### src/rtl/lcd_spi_arbiter_if.sv
// Bus bundle between the two LCD command sources, the arbiter and the
// 9-bit SPI word serializer. The arbiter takes the slave side.
interface lcd_spi_arbiter_if #(
    parameter int WORD_W = 9
);
    logic              req0_valid;
    logic [WORD_W-1:0] req0_data;
    logic              req0_last;
    logic              req0_ready;

    logic              req1_valid;
    logic [WORD_W-1:0] req1_data;
    logic              req1_last;
    logic              req1_ready;

    logic              ser_valid;
    logic [WORD_W-1:0] ser_data;
    logic              ser_last;
    logic              ser_ready;
    logic              ser_abort;

    logic [1:0]        grant;
    logic              busy;

    modport slave (
        input  req0_valid, req0_data, req0_last,
        input  req1_valid, req1_data, req1_last,
        input  ser_ready,
        output req0_ready, req1_ready,
        output ser_valid, ser_data, ser_last, ser_abort,
        output grant, busy
    );

    modport master (
        output req0_valid, req0_data, req0_last,
        output req1_valid, req1_data, req1_last,
        output ser_ready,
        input  req0_ready, req1_ready,
        input  ser_valid, ser_data, ser_last, ser_abort,
        input  grant, busy
    );
endinterface

### src/rtl/lcd_spi_arbiter.sv
// Packet-level arbiter sharing the LCD SPI word serializer between the
// init sequencer (port 0) and the runtime command source (port 1).
// Round-robin per packet, enforced CS-high gap, stall-timeout abort.
module lcd_spi_arbiter #(
    parameter int WORD_W     = 9,
    parameter int GAP_CYCLES = 4,
    parameter int TIMEOUT    = 255
) (
    input  logic               clk,
    input  logic               rst,
    lcd_spi_arbiter_if.slave   bus
);

    typedef enum logic [1:0] {
        IDLE = 2'd0,
        XFER = 2'd1,
        GAP  = 2'd2
    } state_t;

    localparam int GAP_W      = (GAP_CYCLES > 1) ? $clog2(GAP_CYCLES) : 1;
    localparam int GAP_LOAD_I = (GAP_CYCLES > 0) ? GAP_CYCLES - 1 : 0;
    localparam logic [GAP_W-1:0] GAP_LOAD  = GAP_W'(GAP_LOAD_I);
    localparam logic [15:0]      STALL_MAX = 16'(TIMEOUT - 1);

    state_t           state, state_next;
    logic             owner, owner_next;
    logic             last_owner, last_owner_next;
    logic [GAP_W-1:0] gap_cnt, gap_cnt_next;
    logic [15:0]      stall_cnt, stall_cnt_next;

    logic              owner_valid;
    logic              owner_last;
    logic [WORD_W-1:0] owner_data;
    logic              pkt_done;

    assign owner_valid = owner ? bus.req1_valid : bus.req0_valid;
    assign owner_last  = owner ? bus.req1_last  : bus.req0_last;
    assign owner_data  = owner ? bus.req1_data  : bus.req0_data;

    // State and counter registers; reset drops any packet in flight silently
    always_ff @(posedge clk) begin
        if (rst) begin
            state      <= IDLE;
            owner      <= 1'b0;
            last_owner <= 1'b1;
            gap_cnt    <= '0;
            stall_cnt  <= '0;
        end else begin
            state      <= state_next;
            owner      <= owner_next;
            last_owner <= last_owner_next;
            gap_cnt    <= gap_cnt_next;
            stall_cnt  <= stall_cnt_next;
        end
    end

    // Arbitration, combinational routing of the owner to the serializer,
    // end-of-packet / stall-timeout detection and gap countdown
    always_comb begin
        state_next      = state;
        owner_next      = owner;
        last_owner_next = last_owner;
        gap_cnt_next    = gap_cnt;
        stall_cnt_next  = stall_cnt;
        pkt_done        = 1'b0;

        bus.ser_valid  = 1'b0;
        bus.ser_data   = '0;
        bus.ser_last   = 1'b0;
        bus.ser_abort  = 1'b0;
        bus.req0_ready = 1'b0;
        bus.req1_ready = 1'b0;
        bus.grant      = 2'b00;
        bus.busy       = (state != IDLE);

        case (state)
            IDLE: begin
                stall_cnt_next = '0;
                if (bus.req0_valid && bus.req1_valid) begin
                    owner_next = ~last_owner;
                    state_next = XFER;
                end else if (bus.req0_valid) begin
                    owner_next = 1'b0;
                    state_next = XFER;
                end else if (bus.req1_valid) begin
                    owner_next = 1'b1;
                    state_next = XFER;
                end
            end

            XFER: begin
                bus.grant     = owner ? 2'b10 : 2'b01;
                bus.ser_valid = owner_valid;
                bus.ser_data  = owner_data;
                bus.ser_last  = owner_last;
                if (owner) begin
                    bus.req1_ready = bus.ser_ready;
                end else begin
                    bus.req0_ready = bus.ser_ready;
                end

                if (owner_valid && bus.ser_ready) begin
                    stall_cnt_next = '0;
                    pkt_done       = owner_last;
                end else if (!owner_valid) begin
                    if (stall_cnt == STALL_MAX) begin
                        bus.ser_abort = !rst;
                        pkt_done      = 1'b1;
                    end else begin
                        stall_cnt_next = stall_cnt + 16'd1;
                    end
                end

                if (pkt_done) begin
                    last_owner_next = owner;
                    if (GAP_CYCLES > 0) begin
                        state_next   = GAP;
                        gap_cnt_next = GAP_LOAD;
                    end else begin
                        state_next = IDLE;
                    end
                end
            end

            GAP: begin
                if (gap_cnt == '0) begin
                    state_next = IDLE;
                end else begin
                    gap_cnt_next = gap_cnt - 1'b1;
                end
            end

            default: begin
                state_next = IDLE;
            end
        endcase
    end

endmodule

### src/flat_wrapper.sv
// flat-port wrapper written by rule: the top's interface ports become plain ports
module lcd_spi_arbiter_flat 
#(
    parameter int WORD_W     = 9,
    parameter int GAP_CYCLES = 4,
    parameter int TIMEOUT    = 255
)
  (clk, rst, bus_req0_valid, bus_req0_data, bus_req0_last, bus_req1_valid, bus_req1_data, bus_req1_last, bus_ser_ready, bus_req0_ready, bus_req1_ready, bus_ser_valid, bus_ser_data, bus_ser_last, bus_ser_abort, bus_grant, bus_busy);
  lcd_spi_arbiter_if #(.WORD_W(WORD_W)) bus_i ();
  input  logic clk;
  input  logic rst;
  input wire logic [$bits(bus_i.req0_valid)-1:0] bus_req0_valid;
  input wire logic [$bits(bus_i.req0_data)-1:0] bus_req0_data;
  input wire logic [$bits(bus_i.req0_last)-1:0] bus_req0_last;
  input wire logic [$bits(bus_i.req1_valid)-1:0] bus_req1_valid;
  input wire logic [$bits(bus_i.req1_data)-1:0] bus_req1_data;
  input wire logic [$bits(bus_i.req1_last)-1:0] bus_req1_last;
  input wire logic [$bits(bus_i.ser_ready)-1:0] bus_ser_ready;
  output wire logic [$bits(bus_i.req0_ready)-1:0] bus_req0_ready;
  output wire logic [$bits(bus_i.req1_ready)-1:0] bus_req1_ready;
  output wire logic [$bits(bus_i.ser_valid)-1:0] bus_ser_valid;
  output wire logic [$bits(bus_i.ser_data)-1:0] bus_ser_data;
  output wire logic [$bits(bus_i.ser_last)-1:0] bus_ser_last;
  output wire logic [$bits(bus_i.ser_abort)-1:0] bus_ser_abort;
  output wire logic [$bits(bus_i.grant)-1:0] bus_grant;
  output wire logic [$bits(bus_i.busy)-1:0] bus_busy;
  assign bus_i.req0_valid = bus_req0_valid;
  assign bus_i.req0_data = bus_req0_data;
  assign bus_i.req0_last = bus_req0_last;
  assign bus_i.req1_valid = bus_req1_valid;
  assign bus_i.req1_data = bus_req1_data;
  assign bus_i.req1_last = bus_req1_last;
  assign bus_i.ser_ready = bus_ser_ready;
  assign bus_req0_ready = bus_i.req0_ready;
  assign bus_req1_ready = bus_i.req1_ready;
  assign bus_ser_valid = bus_i.ser_valid;
  assign bus_ser_data = bus_i.ser_data;
  assign bus_ser_last = bus_i.ser_last;
  assign bus_ser_abort = bus_i.ser_abort;
  assign bus_grant = bus_i.grant;
  assign bus_busy = bus_i.busy;
  lcd_spi_arbiter #(.WORD_W(WORD_W), .GAP_CYCLES(GAP_CYCLES), .TIMEOUT(TIMEOUT)) u_core (.clk(clk), .rst(rst), .bus(bus_i));
endmodule
### config.mk
export PLATFORM = sky130hd
export DESIGN_NAME = lcd_spi_arbiter_flat
export DESIGN_NICKNAME = d
export VERILOG_FILES = /design/src/rtl/lcd_spi_arbiter_if.sv /design/src/rtl/lcd_spi_arbiter.sv /design/src/flat_wrapper.sv
export SDC_FILE = /design/constraint.sdc
export NUM_CORES = 1
export LEC_CHECK = 0
export CORE_UTILIZATION = 45
export CTS_CLUSTER_DIAMETER = 150
export CTS_CLUSTER_SIZE = 12
export DETAILED_ROUTE_END_ITERATION = 10
export GPL_TIMING_DRIVEN = 0
export PLACE_DENSITY = 0.77
export SETUP_SLACK_MARGIN = 0.4
export SYNTH_ARGS = -nofsm -noshare
export SYNTH_HDL_FRONTEND = slang
export SYNTH_SLANG_ARGS = --single-unit
### constraint.sdc
create_clock -name clk -period 2.7 [get_ports clk]
set_input_delay 0.405 -clock clk [delete_from_list [all_inputs] [get_ports clk]]
set_output_delay 0.405 -clock clk [all_outputs]
set_load 0.02 [all_outputs]
**Yosys cells after proc, flatten, opt, wreduce, memory -nomap -nowiden**

Cells that the tools add are included.

- Register bits after elaboration: 22
- Bits in latches: 0
- Memory bits (writable): 0
- Memory bits (read-only): 0
- Input port bits: 25
- Memories kept: 0

- $add $sub $neg: 2
- Multiply operators: 0
- Div/mod/pow operators: 0
- Order comparisons: 0
- Equality and inequality tests: 9
- Shift-type cells: 0
- Mux-type cells: 36
- Bitwise operators: 1
- Reduce and logical (&&, ||, !) cells: 14

Operators by type and width:

| cell | count |
|---|---|
| two-way mux 16 bit | 3 |
| case mux 16 bit (2 select lines) | 1 |
| two-way mux 1 bit | 19 |
| two-way mux 2 bit | 9 |
| two-way mux 9 bit | 2 |
| adder 16 x 1 -> 16 bit (second input constant) | 1 |
| equality test 16 x 8 -> 1 bit (second input constant) | 1 |
| AND reduction 3 bit | 3 |
| case mux 2 bit (3 select lines) | 1 |
| nonzero test 2 bit | 3 |
| zero test 2 bit | 2 |
| inequality test 2 x 1 -> 1 bit (second input constant) | 2 |
| inequality test 4 x 3 -> 1 bit (second input constant) | 1 |
| case mux 2 bit (2 select lines) | 1 |
| AND reduction 2 bit | 2 |
| inequality test 3 x 2 -> 1 bit (second input constant) | 1 |
| inequality test 3 bit (second input constant) | 1 |
| nonzero test 3 bit | 1 |
| equality test 2 x 1 -> 1 bit (second input constant) | 1 |
| equality test 2 bit (second input constant) | 1 |
| logical AND 1 bit | 2 |
| inequality test 2 bit (second input constant) | 1 |
| subtractor 2 x 1 -> 2 bit (second input constant) | 1 |
| zero test 1 bit | 1 |
| NOT 1 bit | 1 |

**Logic depth before layout (Yosys ltp)**

Gate-level depths: netlist of the first run.

- Depth in word-level cells: 7
- Gate-level depth with buffers: 8
- Gate-level depth less buffers: 7

**Worst setup path after synthesis of the first run**

OpenSTA, ideal clock, no wires.

- Kind: reg-to-output
- Start: register u_core.stall_cnt[0]
- End: output port bus_ser_abort
- Arrival: 1.752 ns
- Required time: 2.295 ns
- Setup slack: 0.543 ns
- Stages on the path, launching flop included: 6
- Path buffers: 0
- Cells stage by stage: dfxtp_1 > inv_1 > ha_1 > nor4b_1 > nand4_1 > nor4_1

- Word-level cells in the longest chain between the ends: 5

Ends and longest elaborated chain:

| item | line | text |
|---|---|---|
| from (decl) | lcd_spi_arbiter.sv:29 | `logic [15:0] stall_cnt, stall_cnt_next;` |
| from (signal assigned) | lcd_spi_arbiter.sv:53 | `stall_cnt <= stall_cnt_next;` |
| equality test 16 x 8 -> 1 bit | lcd_spi_arbiter.sv:106 | `if (stall_cnt == STALL_MAX) begin` |
| two-way mux 1 bit | lcd_spi_arbiter.sv:106 |  |
| two-way mux 1 bit | lcd_spi_arbiter.sv:105 | `end else if (!owner_valid) begin` |
| two-way mux 1 bit | lcd_spi_arbiter.sv:102 | `if (owner_valid && bus.ser_ready) begin` |
| two-way mux 1 bit | lcd_spi_arbiter.sv:76 | `case (state)` |
| to (decl) | flat_wrapper.sv:24 | `output wire logic [$bits(bus_i.ser_abort)-1:0] bus_ser_abort;` |

No other way between the ends.

**Final worst setup path of the first run**

- Start: register u_core.owner
- End: output port bus_req1_ready

- Word-level cells in the longest chain between the ends: 2

Ends and longest elaborated chain:

| item | line | text |
|---|---|---|
| from (decl) | lcd_spi_arbiter.sv:26 | `logic owner, owner_next;` |
| from (signal assigned) | lcd_spi_arbiter.sv:50 | `owner <= owner_next;` |
| two-way mux 1 bit | lcd_spi_arbiter.sv:96 | `if (owner) begin` |
| two-way mux 1 bit | lcd_spi_arbiter.sv:76 |  |
| to (decl) | flat_wrapper.sv:20 | `output wire logic [$bits(bus_i.req1_ready)-1:0] bus_req1_ready;` |

No other way between the ends.

==> reports/qor.yml, run 1 <==
final_core_util: 0.6646
critical_path_arrival_ps: 1800
clk_latency_ps: 310
gp_congestion: 0.8274
syn_nets: 196
via_per_inst: 5.988
relSlewSlack: 0.5903
wl_um: 3378
slowest_delay_ps: 600
whs_path_depth: 2
yosys_warnings: 0
area_delta_synth_final_pct: 37.84
path_cells: "buf_6 -> clkbuf_4 -> and3_1 -> clkdlybuf4s50_1"
ant_nets: 0
post-dp-hpwl_um: 2624
outcome: "completed"
die-area_mm2: 0.003229
clock.fmax_ghz: 0.4538
start_util: 0.4822
fill_cells: 241
core_mm2: 0.002805
critPathKind: "flop to output pin"
ys_seq_area_frac: 0.3256
via_count: 1461
synth_edf_count: 0
antenna_cells: 0
worst_pin_slew_ps: 608.2
regArea_um2: 440.4
path_clk_slew_ps: 120
fin_worst_skew_ps: 1.783
seqPwrFrac: 0.469
grt_max_degree: 13
finalHoldViolCount: 0
grt.overflow.total: 0
place_inst: 240
cp-startpoint: "u_core.owner"
cts.sinks: 22
cp.required_ps: 2300
syn_area_mm2: 0.001353
synthCells: 168
htreeDepth: 1
antenna_found_initial: 0
p_leak_uw: 0.0007312
worstReg2RegStart: "u_core.stall_cnt[0]"
power.total_uw: 721.8
worstSetupEndpoint: "bus_req1_ready"
ir_worst_vdd_v: 0.0002047
drtIter0Drc: 89
row_count: 19
fin_cells: 244
synth_cell_types: 38
final_layout_size_suffix_gt1_frac: 0.09390
ff2ff_path_depth: 7
post-route-period-util: 0.8162
clkPwrFrac: 0.256
grt_pass1_wl_um: 5699
cts_root_buffer: "clkbuf_4"
hold_path_class: "flop to flop"
critPathMaxFanout: 10
p_sw_frac: 0.2959
p_int_uw: 508.2
die_w_um: 56.83
setup_viol: 0
holdBufCountCts: 0
cts-buffers-inserted: 3
power_switching_uw: 213.5
cts_setup_buffers: 0
io-pin-count: 42
die_y_um: 56.83
cts.path.max_buffers: 2
drv_slew: 0
cap_violations: 0
multi_input_comb_area_um2: 870.8
rr_endpoint: "u_core.stall_cnt[15]"
cp-end-kind: "output pin"
grt_pass1_vias: 1330
io_buffers: 41
worst_hold_slack_ps: 491.4
crit_path_top_delay_cell: "clkdlybuf4s50_1"
reg2reg_slack_ps: 590
rsz0062_at_grt: "yes"
remaining_drc_errors: 0
cts_tree: "yes"
ys.flop_type: "dfxtp_1"
p_per_area_mw_per_mm2: 387.1
synth-seq-cells: 22
synthArstFlopShare: 0
syn_area_per_cell_um2: 8.051
combPwrFrac: 0.275
final_nets: 242
drt_first_pass_iters: 4
critPathLaunchType: "flop"
fin_crit_ps: 2204
setup_tns_ps: 0
grtUsageTotal: 0.2214
wl_per_cell_um: 13.84
-- critical path: cells and delay by family (launching register included) --
kind / cells / cell delay (ps)
buf+inv: 3 / 970
simple gates: 1 / 170
flops: 1 / 340
-- layout make-up --
type,count,area share
Sequential cell,22,0.2362
Timing Repair Buffer,41,0.2101
Clock buffer,4,0.01946
Multi-Input combinational cell,129,0.4671
Buffer,7,0.02617
Inverter,10,0.02013
Tap cell,31,0.02081
-- power groups by stage --
stage          clock (uW)  combinational (uW)  sequential [uW]
3_5_place_dp            0                 205              346
6_report              185                 198              339
2_1_floorplan           0                 113              344
3_3_place_gp            0                 202              345
5_1_grt               200                 217              340
4_1_cts               185                 198              339
-- flip-flops by register name, indices dropped and copies added, names as in the netlist --
| register | cells |
|---|---|
| u_core.stall_cnt | 16 |
| u_core.gap_cnt | 2 |
| u_core.state | 2 |
| u_core.last_owner | 1 |
| u_core.owner | 1 |
-- routing by layer --
metal	wire length, um	vias up	GRT usage
li1	-	722	-
met5	0	-	0
met2	1598	57	0.3793
met4	63	0	0.09408
met1	1565	675	0.2811
met3	150	7	0.02304
-- worst min-delay path by stage --
stage                                     from                    to
after CTS                    u_core.gap_cnt[1]     u_core.gap_cnt[1]
after detailed placement     u_core.gap_cnt[1]     u_core.gap_cnt[1]
after floorplan              u_core.gap_cnt[1]     u_core.gap_cnt[1]
final                        u_core.gap_cnt[1]     u_core.gap_cnt[1]
after global routing      u_core.stall_cnt[15]  u_core.stall_cnt[15]
after global placement       u_core.gap_cnt[1]     u_core.gap_cnt[1]
-- what timing repair did --
action / 4_1_cts / 5_1_grt
resized for setup: 23 / 14
pin swaps: 1 / 0
setup endpoints to repair: 15 / 17
-- per-stage QoR --
stage	area, um2	setup slack [ps]
finish	1864	496.1
global route	1864	394.4
CTS	1839	416.7
detailed placement	1802	177.7
global placement	1802	195.7
floorplan	1353	543.2
-- cells in the mapped netlist (2+ instances only) --
library cell	n	area [um2]
and3_1	2	12.51
nor2_1	19	71.32
inv_1	10	37.54
o22ai_1	2	12.51
ha_1	3	37.54
a21o_1	2	15.01
nor3_1	2	10.01
o211ai_1	4	30.03
xnor2_1	3	26.28
a31oi_1	5	31.28
a211oi_1	3	22.52
a21oi_1	14	70.07
nand4_1	4	25.02
dfxtp_1	22	440.4
nor4_1	2	12.51
nand2_1	12	45.04
nand3_1	8	40.04
or4_1	5	37.54
clkbuf_1	5	18.77
mux2i_1	11	110.1
buf_6	2	22.52
o31ai_1	5	37.54
and4_1	2	17.52
nor2b_1	2	12.51
o21ai_0	6	30.03
-- cells in the final DEF, fill, tap and decap left out, types with 2 or more instances in the layout --
cell / instances
and3_1: 2
nor4_1: 2
dlygate4sd2_1: 9
o211ai_1: 4
o22ai_1: 2
xnor2_1: 3
nor2b_1: 2
ha_1: 3
o31ai_1: 5
a21o_1: 2
o21ai_0: 6
clkdlybuf4s50_1: 26
nand3_1: 8
mux2i_1: 11
clkbuf_4: 4
nor2_1: 19
nor3_1: 2
or4_1: 5
nand4_1: 4
dlymetal6s2s_1: 3
nand2_1: 11
a31oi_1: 5
buf_6: 2
a21oi_1: 14
dfxtp_1: 22
clkbuf_2: 5
a211oi_1: 2
inv_1: 9
and4_1: 2
-- cells by family after synthesis --
logic type      count (synthesis)  share of synthesized area
simple gates                   63                     0.2396
compound gates                 48                     0.2368
flops                          22                     0.3256
buf+inv                        17                    0.05828
mux                            12                    0.09251
xor+xnor                        3                    0.01943
fa+ha+maj                       3                    0.02776
Power figures use the tool's default switching activity.
==> run 2, diff against run 1 <==
==> constraint.sdc (replaced) <==
create_clock -name clk -period 2.2 [get_ports clk]
set_input_delay 0.33 -clock clk [delete_from_list [all_inputs] [get_ports clk]]
set_output_delay 0.33 -clock clk [all_outputs]
set_load 0.02 [all_outputs]
==> run 2 against run 1 <==
Compared with the run above:
- via count rose by 15%
- power up 33%
- worst setup slack worse by 460 ps
- critical endpoint is now bus_ser_abort
- critical path type unchanged
- combinational power is 57% higher
- sequential share of layout area fell by 2.5 points
- sequential cell count unchanged
- count of clock-buffer cells in the layout stayed put
- non-clock buffer count is 18 higher
- global-route usage increased by 5.6 points
- die area stayed put
==> reports/qor.yml, run 2 (synthesis results as in run 1) <==
outcome: "completed"
fill_cells: 182  # -24%
post-dp-hpwl_um: 2709  # +3.3%
htreeDepth: 1  # unchanged
cts.sinks: 22  # unchanged
drtIter0Drc: 168  # +89%
stdcell_area_mm2: 0.002180  # +17%
critPathLaunchType: "flop"
multi_input_comb_area_mm2: 0.001021  # +17%
cp.required_ps: 1870  # -430 ps
rsz0062_at_grt: "yes"
setup_viol: 0  # unchanged
critPathKind: "flop to output pin"
critPathMaxFanout: 5  # -5
grt_use_met2: 0.5068  # +0.1276
drv_slew: 0  # unchanged
grtUsageTotal: 0.2776  # +0.05623
p_int_uw: 656.5  # +29%
power.total_uw: 962.7  # +33%
regArea_um2: 460.4  # +4.5%
busiest_layer: "met2"
final_nets: 260  # +7.4%
start_util: 0.4822  # unchanged
cts.path.max_buffers: 2  # unchanged
die-area_mm2: 0.003229  # unchanged
wl_um: 4748  # +41%
cts_tree: "yes"
ant_nets: 0  # unchanged
crit_path_top_delay_cell: "dfxtp_2"
cap_violations: 0  # unchanged
critPathBufInv: 1  # -2
path_clk_slew_ps: 130  # about the same
cp-end-kind: "output pin"
cts_root_buffer: "clkbuf_4"
power_switching_uw: 306.2  # +43%
regMostFlops: "u_core.stall_cnt"
place_ws_ps: -231.0  # -408.8 ps
setup_ws_ps: 39.35  # -456.8 ps
cpLargestDelayFamily: "simple AND/OR/NAND/NOR gates"
fin_crit_ps: 2161
fin_worst_skew_ps: 2.204  # +0.4211 ps
grt_use_met1: 0.3074  # +0.02629
met3_usage: 0.05530  # +0.03226
drt_first_pass_iters: 5  # +1
holdBufCountCts: 0  # unchanged
clock.fmax_ghz: 0.4628
p_leak_uw: 0.0007903  # +8.1%
seqPwrFrac: 0.431  # -0.038
clkPwrFrac: 0.247  # -0.009
critical_path_arrival_ps: 1830  # +30 ps
die_y_um: 56.83  # unchanged
core_mm2: 0.002805  # unchanged
cts-buffers-inserted: 3  # unchanged
remaining_drc_errors: 0  # unchanged
gp_congestion: 0.8760  # +5.9%
row_count: 19  # unchanged
area_delta_synth_final_pct: 61.15
post-route-period-util: 0.9821
largest_reg_flops: 16  # unchanged
most-common-layout-cells: "clkdlybuf4s50_1 (22), nor2_1 (18), buf_4 (16)"
p_per_area_mw_per_mm2: 441.7  # +14%
io-pin-count: 42  # unchanged
antenna_found_initial: 0  # unchanged
grt_pass1_vias: 1591  # +20%
via_per_inst: 6.401  # +6.9%
reg2reg_slack_ps: 130  # -460 ps
grt.overflow.total: 0  # unchanged
grt_max_degree: 13  # unchanged
slowest_delay_ps: 420  # -180 ps
place_area_mm2: 0.001817  # +0.83%
clk_latency_ps: 330  # +20 ps
p_sw_frac: 0.3181  # +0.02221
final_layout_size_suffix_gt1_frac: 0.3680  # +0.2741
relSlewSlack: 0.6349  # +0.04465
hold_path_class: "flop to flop"
antenna_cells: 0  # unchanged
path_cells: "nor4bb_4 -> nand4_1 -> nor4_2 -> buf_2"
combPwrFrac: 0.322  # +0.047
ir_worst_vdd_v: 0.0001913  # -6.6%
reg_top3: "u_core.stall_cnt x16, u_core.gap_cnt x2, u_core.state x2"
io_buffers: 41  # unchanged
wl_per_cell_um: 18.12  # +31%
final_core_util: 0.7770  # +0.1124
finalHoldViolCount: 0  # unchanged
grt_pass1_wl_um: 7017  # +23%
worst_pin_slew_ps: 547.6  # -60.55 ps
layout_commonest_cell: "clkdlybuf4s50_1"
die_w_um: 56.83  # unchanged
via_count: 1677  # +15%
## run 2: changes by cell type in the layout (fill, tap and decap cells not counted), moves of 3 or more
cell	previous run	this run
clkdlybuf4s15_2	0	3
buf_2	1	8
clkbuf_2	5	2
dlymetal6s2s_1	3	0
dfxtp_4	0	3
buf_6	2	7
a21oi_2	0	5
clkdlybuf4s50_1	26	22
buf_4	0	16
dfxtp_1	22	12
dfxtp_2	0	7
dlygate4sd2_1	9	3
a21oi_1	14	9
## run 2: timing repair
| item | 4_1_cts | 5_1_grt |
|---|---|---|
| pin swaps | 9 | 7 |
| buffers inserted | 12 | 4 |
| cloned | 2 | 0 |
| setup endpoints to repair | 37 | 36 |
| resized for setup | 107 | 28 |
## run 2: area by class of cell
class,count,area share
Buffer,7,0.03387
Tap cell,31,0.01780
Timing Repair Buffer,59,0.2336
Multi-Input combinational cell,129,0.4684
Sequential cell,22,0.2113
Clock buffer,4,0.01665
Inverter,10,0.01837
## run 2: power by group through the flow
stage | clock network, uW | logic (uW) | registers, uW
2_1_floorplan | 0 | 140 | 423
3_3_place_gp | 0 | 248 | 424
3_5_place_dp | 0 | 254 | 425
4_1_cts | 233 | 279 | 414
5_1_grt | 249 | 332 | 416
6_report | 238 | 310 | 415
## run 2: tightest hold or removal path, stage by stage, from the launching register on
cell,delay (ps)
dfxtp_1,360
o31ai_2,60
a21oi_1,60
## run 2: path summary, 6_finish.rpt
path	startpoint	end	depth (start not counted)
worst max register to register	u_core.stall_cnt[3]	u_core.last_owner	7
worst max-delay path	u_core.stall_cnt[3]	bus_ser_abort	4
worst min register to register	u_core.stall_cnt[15]	u_core.stall_cnt[15]	2
worst min-delay path	u_core.stall_cnt[15]	u_core.stall_cnt[15]	2
## run 2: routing by layer
| layer | routed length (um) | vias up | part of all wire |
|---|---|---|---|
| li1 | - | 754 | - |
| met1 | 1745 | 783 | 0.37 |
| met2 | 2388 | 107 | 0.50 |
| met3 | 377 | 33 | 0.079 |
| met4 | 237 | 0 | 0.050 |
| met5 | 0 | - | 0 |
## run 2: stage by stage
stage | TNS (ps) | hold slack [ps] | instances
finish | 0 | 513.7 | 262
floorplan | 0 | 440.8 | 168
CTS | 0 | 497.6 | 258
detailed placement | -4442 | 478.8 | 240
global route | 0 | 535.1 | 262
global placement | -3669 | 450.5 | 240
==> run 3, diff against run 2 <==
--- a/config.mk
+++ b/config.mk
@@ -11,6 +11,7 @@
 export DETAILED_ROUTE_END_ITERATION = 10
 export GPL_TIMING_DRIVEN = 0
 export PLACE_DENSITY = 0.77
+export RECOVER_POWER = 100
 export SETUP_SLACK_MARGIN = 0.4
 export SYNTH_ARGS = -nofsm -noshare
 export SYNTH_HDL_FRONTEND = slang
==> run 3 against run 2 <==
Compared with the run above:
- wire length increased by 0.88%
- cell area decreased by 3.7%
- via count increased by 0.95%
- power is 1.1% lower
- utilization shrank 2.9 points
==> reports/qor.yml, run 3 (synthesis results as in run 1) <==
grtUsageTotal: 0.2776  # unchanged
fin_worst_skew_ps: 5.448  # +3.244 ps
fill_cells: 202  # +11%
holdBufCountCts: 0  # unchanged
hold_path_class: "input port to flop"
ant_nets: 0  # unchanged
core_mm2: 0.002805  # unchanged
fin_cells: 262  # unchanged
cp-startpoint: "u_core.stall_cnt[3]"
worstSetupEndpoint: "bus_ser_abort"
reg2reg_slack_ps: 70  # -60 ps
wl_um: 4790  # +0.88%
finalHoldViolCount: 0  # unchanged
via_count: 1693  # +0.95%
critPathMaxFanout: 5  # unchanged
route.top_layer_used: "met4"
rsz0062_at_grt: "yes"
outcome: "completed"
setup_viol: 0  # unchanged
die-area_mm2: 0.003229  # unchanged
area_delta_synth_final_pct: 55.13
cts.path.max_buffers: 2  # unchanged
worst_hold_slack_ps: 493.9  # -19.84 ps
seqPwrFrac: 0.436  # +0.005
cts_tree: "yes"
worst_pin_slew_ps: 529.0  # -18.68 ps
relSlewSlack: 0.6474  # +0.01245
worstReg2RegStart: "u_core.owner"
critPathLaunchType: "flop"
die_w_um: 56.83  # unchanged
htreeDepth: 1  # unchanged
critPathKind: "flop to output pin"
final_layout_size_suffix_gt1_frac: 0.2771  # -0.09091
row_count: 19  # unchanged
p_sw_frac: 0.3251  # +0.007038
antenna_found_initial: 0  # unchanged
cts-buffers-inserted: 3  # unchanged
post-route-period-util: 0.9923  # +0.01021
antenna_cells: 0  # unchanged
p_per_area_mw_per_mm2: 453.8  # +2.7%
regMostFlops: "u_core.stall_cnt"
critical_path_arrival_ps: 1850  # +20 ps
drtIter0Drc: 142  # -15%
post-dp-hpwl_um: 2709  # unchanged
cts.sinks: 22  # unchanged
gp_congestion: 0.8760  # unchanged
grt_pass1_wl_um: 7017  # unchanged
io_buffers: 41  # unchanged
drt_first_pass_iters: 5  # unchanged
p_int_uw: 642.6  # -2.1%
largest_reg_flops: 16  # unchanged
cap_violations: 0  # unchanged
reg_top3: "u_core.stall_cnt x16, u_core.gap_cnt x2, u_core.state x2"
clk_latency_ps: 340  # about the same
wl_met1_um: 1718  # -1.5%
die_y_um: 56.83  # unchanged
via_per_inst: 6.462  # +0.95%
path_clk_slew_ps: 140  # about the same
remaining_drc_errors: 0  # unchanged
place_inst: 240  # unchanged
layout_commonest_cell: "clkdlybuf4s50_1"
rr_endpoint: "u_core.stall_cnt[3]"
ir_worst_vdd_v: 0.0001914  # about the same
wl_met3_um: 427  # +13%
wl_per_cell_um: 18.28  # +0.88%
cp.required_ps: 1870  # about the same
routed-wl-met2_um: 2398  # +0.42%
cts_root_buffer: "clkbuf_4"
io-pin-count: 42  # unchanged
clkPwrFrac: 0.258  # +0.011
most-common-layout-cells: "clkdlybuf4s50_1 (21), nor2_1 (19), dfxtp_1 (13)"
drv_slew: 0  # unchanged
power_switching_uw: 309.5  # +1.1%
combPwrFrac: 0.306  # -0.016
grt.overflow.total: 0  # unchanged
p_leak_uw: 0.0007467  # -5.5%
ff2ff_path_depth: 6  # -1
grt_max_degree: 13  # unchanged
cp-end-kind: "output pin"
start_util: 0.4822  # unchanged
clock.fmax_ghz: 0.4581  # -1.0%
final_nets: 260  # unchanged
fin_crit_ps: 2183  # +22.46 ps
grt_pass1_vias: 1591  # unchanged
run 3: worst min path at each step:
stage	from	endpoint	slack, ps	depth (start not counted)
finish	bus_req1_valid	u_core.owner	490	3
global route	u_core.stall_cnt[15]	u_core.stall_cnt[15]	540	2
CTS	u_core.stall_cnt[15]	u_core.stall_cnt[15]	500	2
detailed placement	u_core.stall_cnt[15]	u_core.stall_cnt[15]	480	2
global placement	u_core.gap_cnt[1]	u_core.gap_cnt[1]	450	2
floorplan	u_core.gap_cnt[1]	u_core.gap_cnt[1]	440	2
run 3: worst max-delay path, cell delays in order, from the launching register on:
cell and delay [ps]:
dfxtp_2 410, nor4bb_4 370, nand4_1 270, nor4_2 250, clkbuf_2 220
run 3: layer usage:
metal  up-vias  GRT usage
met5         -          0
met4         0     0.1254
met3        39    0.05530
met2       139     0.5068
met1       755     0.3074
li1        760          -
run 3: power by group through the flow:
stage | clock network (uW) | registers (uW) | logic (uW)
after global routing | 249 | 416 | 314
final | 246 | 415 | 292
after global placement | 0 | 424 | 248
after CTS | 233 | 414 | 279
after detailed placement | 0 | 425 | 254
after floorplan | 0 | 423 | 140
run 3: layout make-up:
type | count | area (um2) | area share
clock buffer | 4 | 36.28 | 0.01729
timing repair buffer | 59 | 483.0 | 0.2302
sequential | 22 | 459.2 | 0.2188
multi-input combinational | 129 | 977.2 | 0.4657
tap | 31 | 38.79 | 0.01849
buffer | 7 | 63.81 | 0.03041
inverter | 10 | 40.04 | 0.01908
run 3: stage by stage:
step | setup WS, ps | cell area [um2] | setup TNS (ps) | utilization | power, uW
final | 16.89 | 2098 | 0 | 0.7480 | 952.2
after global routing | 0.3664 | 2098 | 0 | 0.7480 | 978.4
after CTS | 242.2 | 2044 | 0 | 0.7288 | 926.4
after detailed placement | -231.0 | 1817 | -4442 | 0.6476 | 678.8
after global placement | -203.5 | 1817 | -3669 | 0.6476 | 672.5
after floorplan | 349.4 | 1368 | 0 | - | 562.5
run 3: repair_timing:
item,in CTS,in global routing
resized for setup,107,28
setup buffers,12,4
pin swaps,9,7
endpoints found under the setup margin,37,36
cloned,2,0
==> edit: new RTL, settings of run 1 <==
Make the reset (`rst`) asynchronous in one clocked block.
--- a/src/rtl/lcd_spi_arbiter.sv
+++ b/src/rtl/lcd_spi_arbiter.sv
@@ -38,7 +38,7 @@
     assign owner_data  = owner ? bus.req1_data  : bus.req0_data;
 
     // State and counter registers; reset drops any packet in flight silently
-    always_ff @(posedge clk) begin
+    always_ff @(posedge clk or posedge rst) begin
         if (rst) begin
             state      <= IDLE;
             owner      <= 1'b0;
Function: differs if rst is asserted again (counterexample within 4 cycles, from zero or initial values and one cycle with rst high); with rst held inactive, the same outputs for 10 cycles.
==> edit against run 1 <==
Register-to-register slack improved by 0.08 ns. Final cell count increased by 11%. Worst setup slack got worse by 0.085 ns. Sequential cell count unchanged. Wire length increased by 28%. Cell area increased by 15%. Synthesized area increased by 14%. Count of clock-buffer cells in the layout decreased by 1. First-iteration DRC count increased by 57%. Critical path type unchanged. Sequential share of layout area increased by 2.1 points.
Power is not compared: it rests on default switching activity, and its combinational part moved more than twofold at a synthesized area within 25%.
==> edit: results (changes against run 1) <==
[synth]
async_reset_ff_frac=1.000  ; was 0
synthesis.nets=204  ; was 196
yosysSeqAreaShare=0.3571  ; was 0.3256
synthFlopType=dfrtp_1  ; was dfxtp_1
synth_area_leaders=dfrtp_1, mux2i_1, o21ai_0  ; was dfxtp_1, mux2i_1, nor2_1
synth_commonest_cells=dfrtp_1, mux2i_1, nor2_1, o21ai_0, inv_1  ; was dfxtp_1, nor2_1, a21oi_1, nand2_1, mux2i_1
yosys_warnings=0  ; unchanged
ys_types=44  ; was 38
synth_cells=176  ; was 168

[worst_setup_path]
ff2ff_setup_slack_ns=0.67  ; was 0.59 ns
cp-endpoint=bus_ser_abort  ; was bus_req1_ready
cp_data_arrival_time_ns=1.88  ; was 1.80 ns
r2r_end=u_core.stall_cnt[4]  ; was u_core.stall_cnt[15]
crit_fanout=5  ; was 10
startpoint=u_core.stall_cnt[14]  ; was u_core.owner
reg2reg_depth=5  ; was 7
rr_startpoint=u_core.owner  ; was u_core.stall_cnt[0]

[placed_design]
io_buffers=41  ; unchanged
place_congestion=0.8575  ; was 0.8274
postPlaceCellArea_mm2=0.002011  ; was 0.001802 mm²
place_inst=261  ; was 240
place_hpwl_mm=3.103  ; was 2.624 mm

[global_route]
grt_pass1_wl_mm=6.906  ; was 5.699 mm
met3_usage=0.05117  ; was 0.02304
grt_usage=0.2557  ; was 0.2214
grt_pass1_vias=1500  ; was 1,330
grt_use_met1=0.3258  ; was 0.2811
antenna_found_initial=0  ; unchanged
grt_use_met2=0.4615  ; was 0.3793
grt_max_degree=23  ; was 13

[drt]
drt_iter0_markers=140  ; was 89
viasPerCell=5.841  ; was 5.988
drt-wirelength-per-cell_um=16.06  ; was 13.84 µm

[clock_network]
worstSkewPairLatency_ns=0.32
clock_path_buffers=2  ; unchanged
clkTransAtPathRegs_ns=0.13

[sta]
maxSlewHeadroom=0.4422  ; was 0.5903
finClkSkew_ns=0.002688  ; was 0.001783 ns

[cells_and_area]
fillers=269  ; was 241
finalNonFillerCells=270  ; was 244
drive_gt1_frac=0.1460  ; was 0.09390

[outcome]
status=finished clean  ; unchanged

edit: changes by cell type after synthesis, sizes merged, moves of 5 or more:
cell	delta
dfrtp	+21
mux2i	+6
nand4	+5
a21oi	-5
nand3	-5
dfxtp	-22
o21ai	+6
edit: report_power, final:
part / switching (µW) / internal (µW) / total, µW
Sequential: 41.1 / 390 / 431
Combinational: 622 / 461 / 1080
Clock: 109 / 150 / 259
edit: worst max-delay path, cell delays in order (launching register included):
cell and delay [ns]:
dfrtp_1 0.46, nor4bb_1 0.44, nand4_1 0.21, nor4_2 0.27
buf_4 0.18
edit: area by class of cell:
cell class	instances	area share
Timing Repair Buffer	46	0.2000
Clock buffer	3	0.01050
Tap cell	44	0.02566
Sequential cell	22	0.2577
Clock inverter	1	0.01399
Multi-Input combinational cell	134	0.4496
Inverter	11	0.01983
Buffer	9	0.02274
edit: per-layer routing:
layer	wire (µm)	part of all wire
met1	1718	0.40
met2	2392	0.55
met3	210	0.048
met4	14	0.0032
met5	0	0
edit: worst min path at each step:
stage	cells past startpoint	end	slack, ns	from
after CTS	2	u_core.gap_cnt[1]	0.56	u_core.gap_cnt[1]
after floorplan	1	u_core.gap_cnt[0]	0.39	rst
after global routing	2	u_core.gap_cnt[0]	0.60	u_core.gap_cnt[0]
after detailed placement	2	u_core.gap_cnt[1]	0.52	u_core.gap_cnt[1]
final	2	u_core.gap_cnt[0]	0.56	u_core.gap_cnt[0]
after global placement	2	u_core.gap_cnt[1]	0.51	u_core.gap_cnt[1]
edit: per-stage QoR:
| step | util | TNS [ns] | setup slack (ns) |
|---|---|---|---|
| 6_report | 0.6806 | 0 | 0.4112 |
| 5_1_grt | 0.6806 | 0 | 0.2856 |
| 3_3_place_gp | 0.6377 | -0.009349 | -0.009349 |
| 3_5_place_dp | 0.6377 | -0.01416 | -0.01416 |
| 2_1_floorplan | - | 0 | 0.4072 |
| 4_1_cts | 0.6611 | 0 | 0.2262 |
edit: kinds of logic (layout without fill, tap and decap cells):
| group | after synthesis | after routing | share of synthesized area |
|---|---|---|---|
| adders and majority gates | 3 | 3 | 0.02429 |
| muxes | 19 | 19 | 0.1352 |
| and+or+nand+nor | 69 | 69 | 0.2567 |
| DFF | 22 | 22 | 0.3571 |
| AOI/OAI and AO/OA | 42 | 42 | 0.1709 |
| buffers and inverters | 20 | 70 | 0.05020 |
| xor gates and xnor gates | 1 | 1 | 0.005669 |
edit: what timing repair did:
action,in CTS,in global routing
buffers inserted,0,5
pin swaps,1,2
resized for setup,29,15
endpoints found under the setup margin,17,7
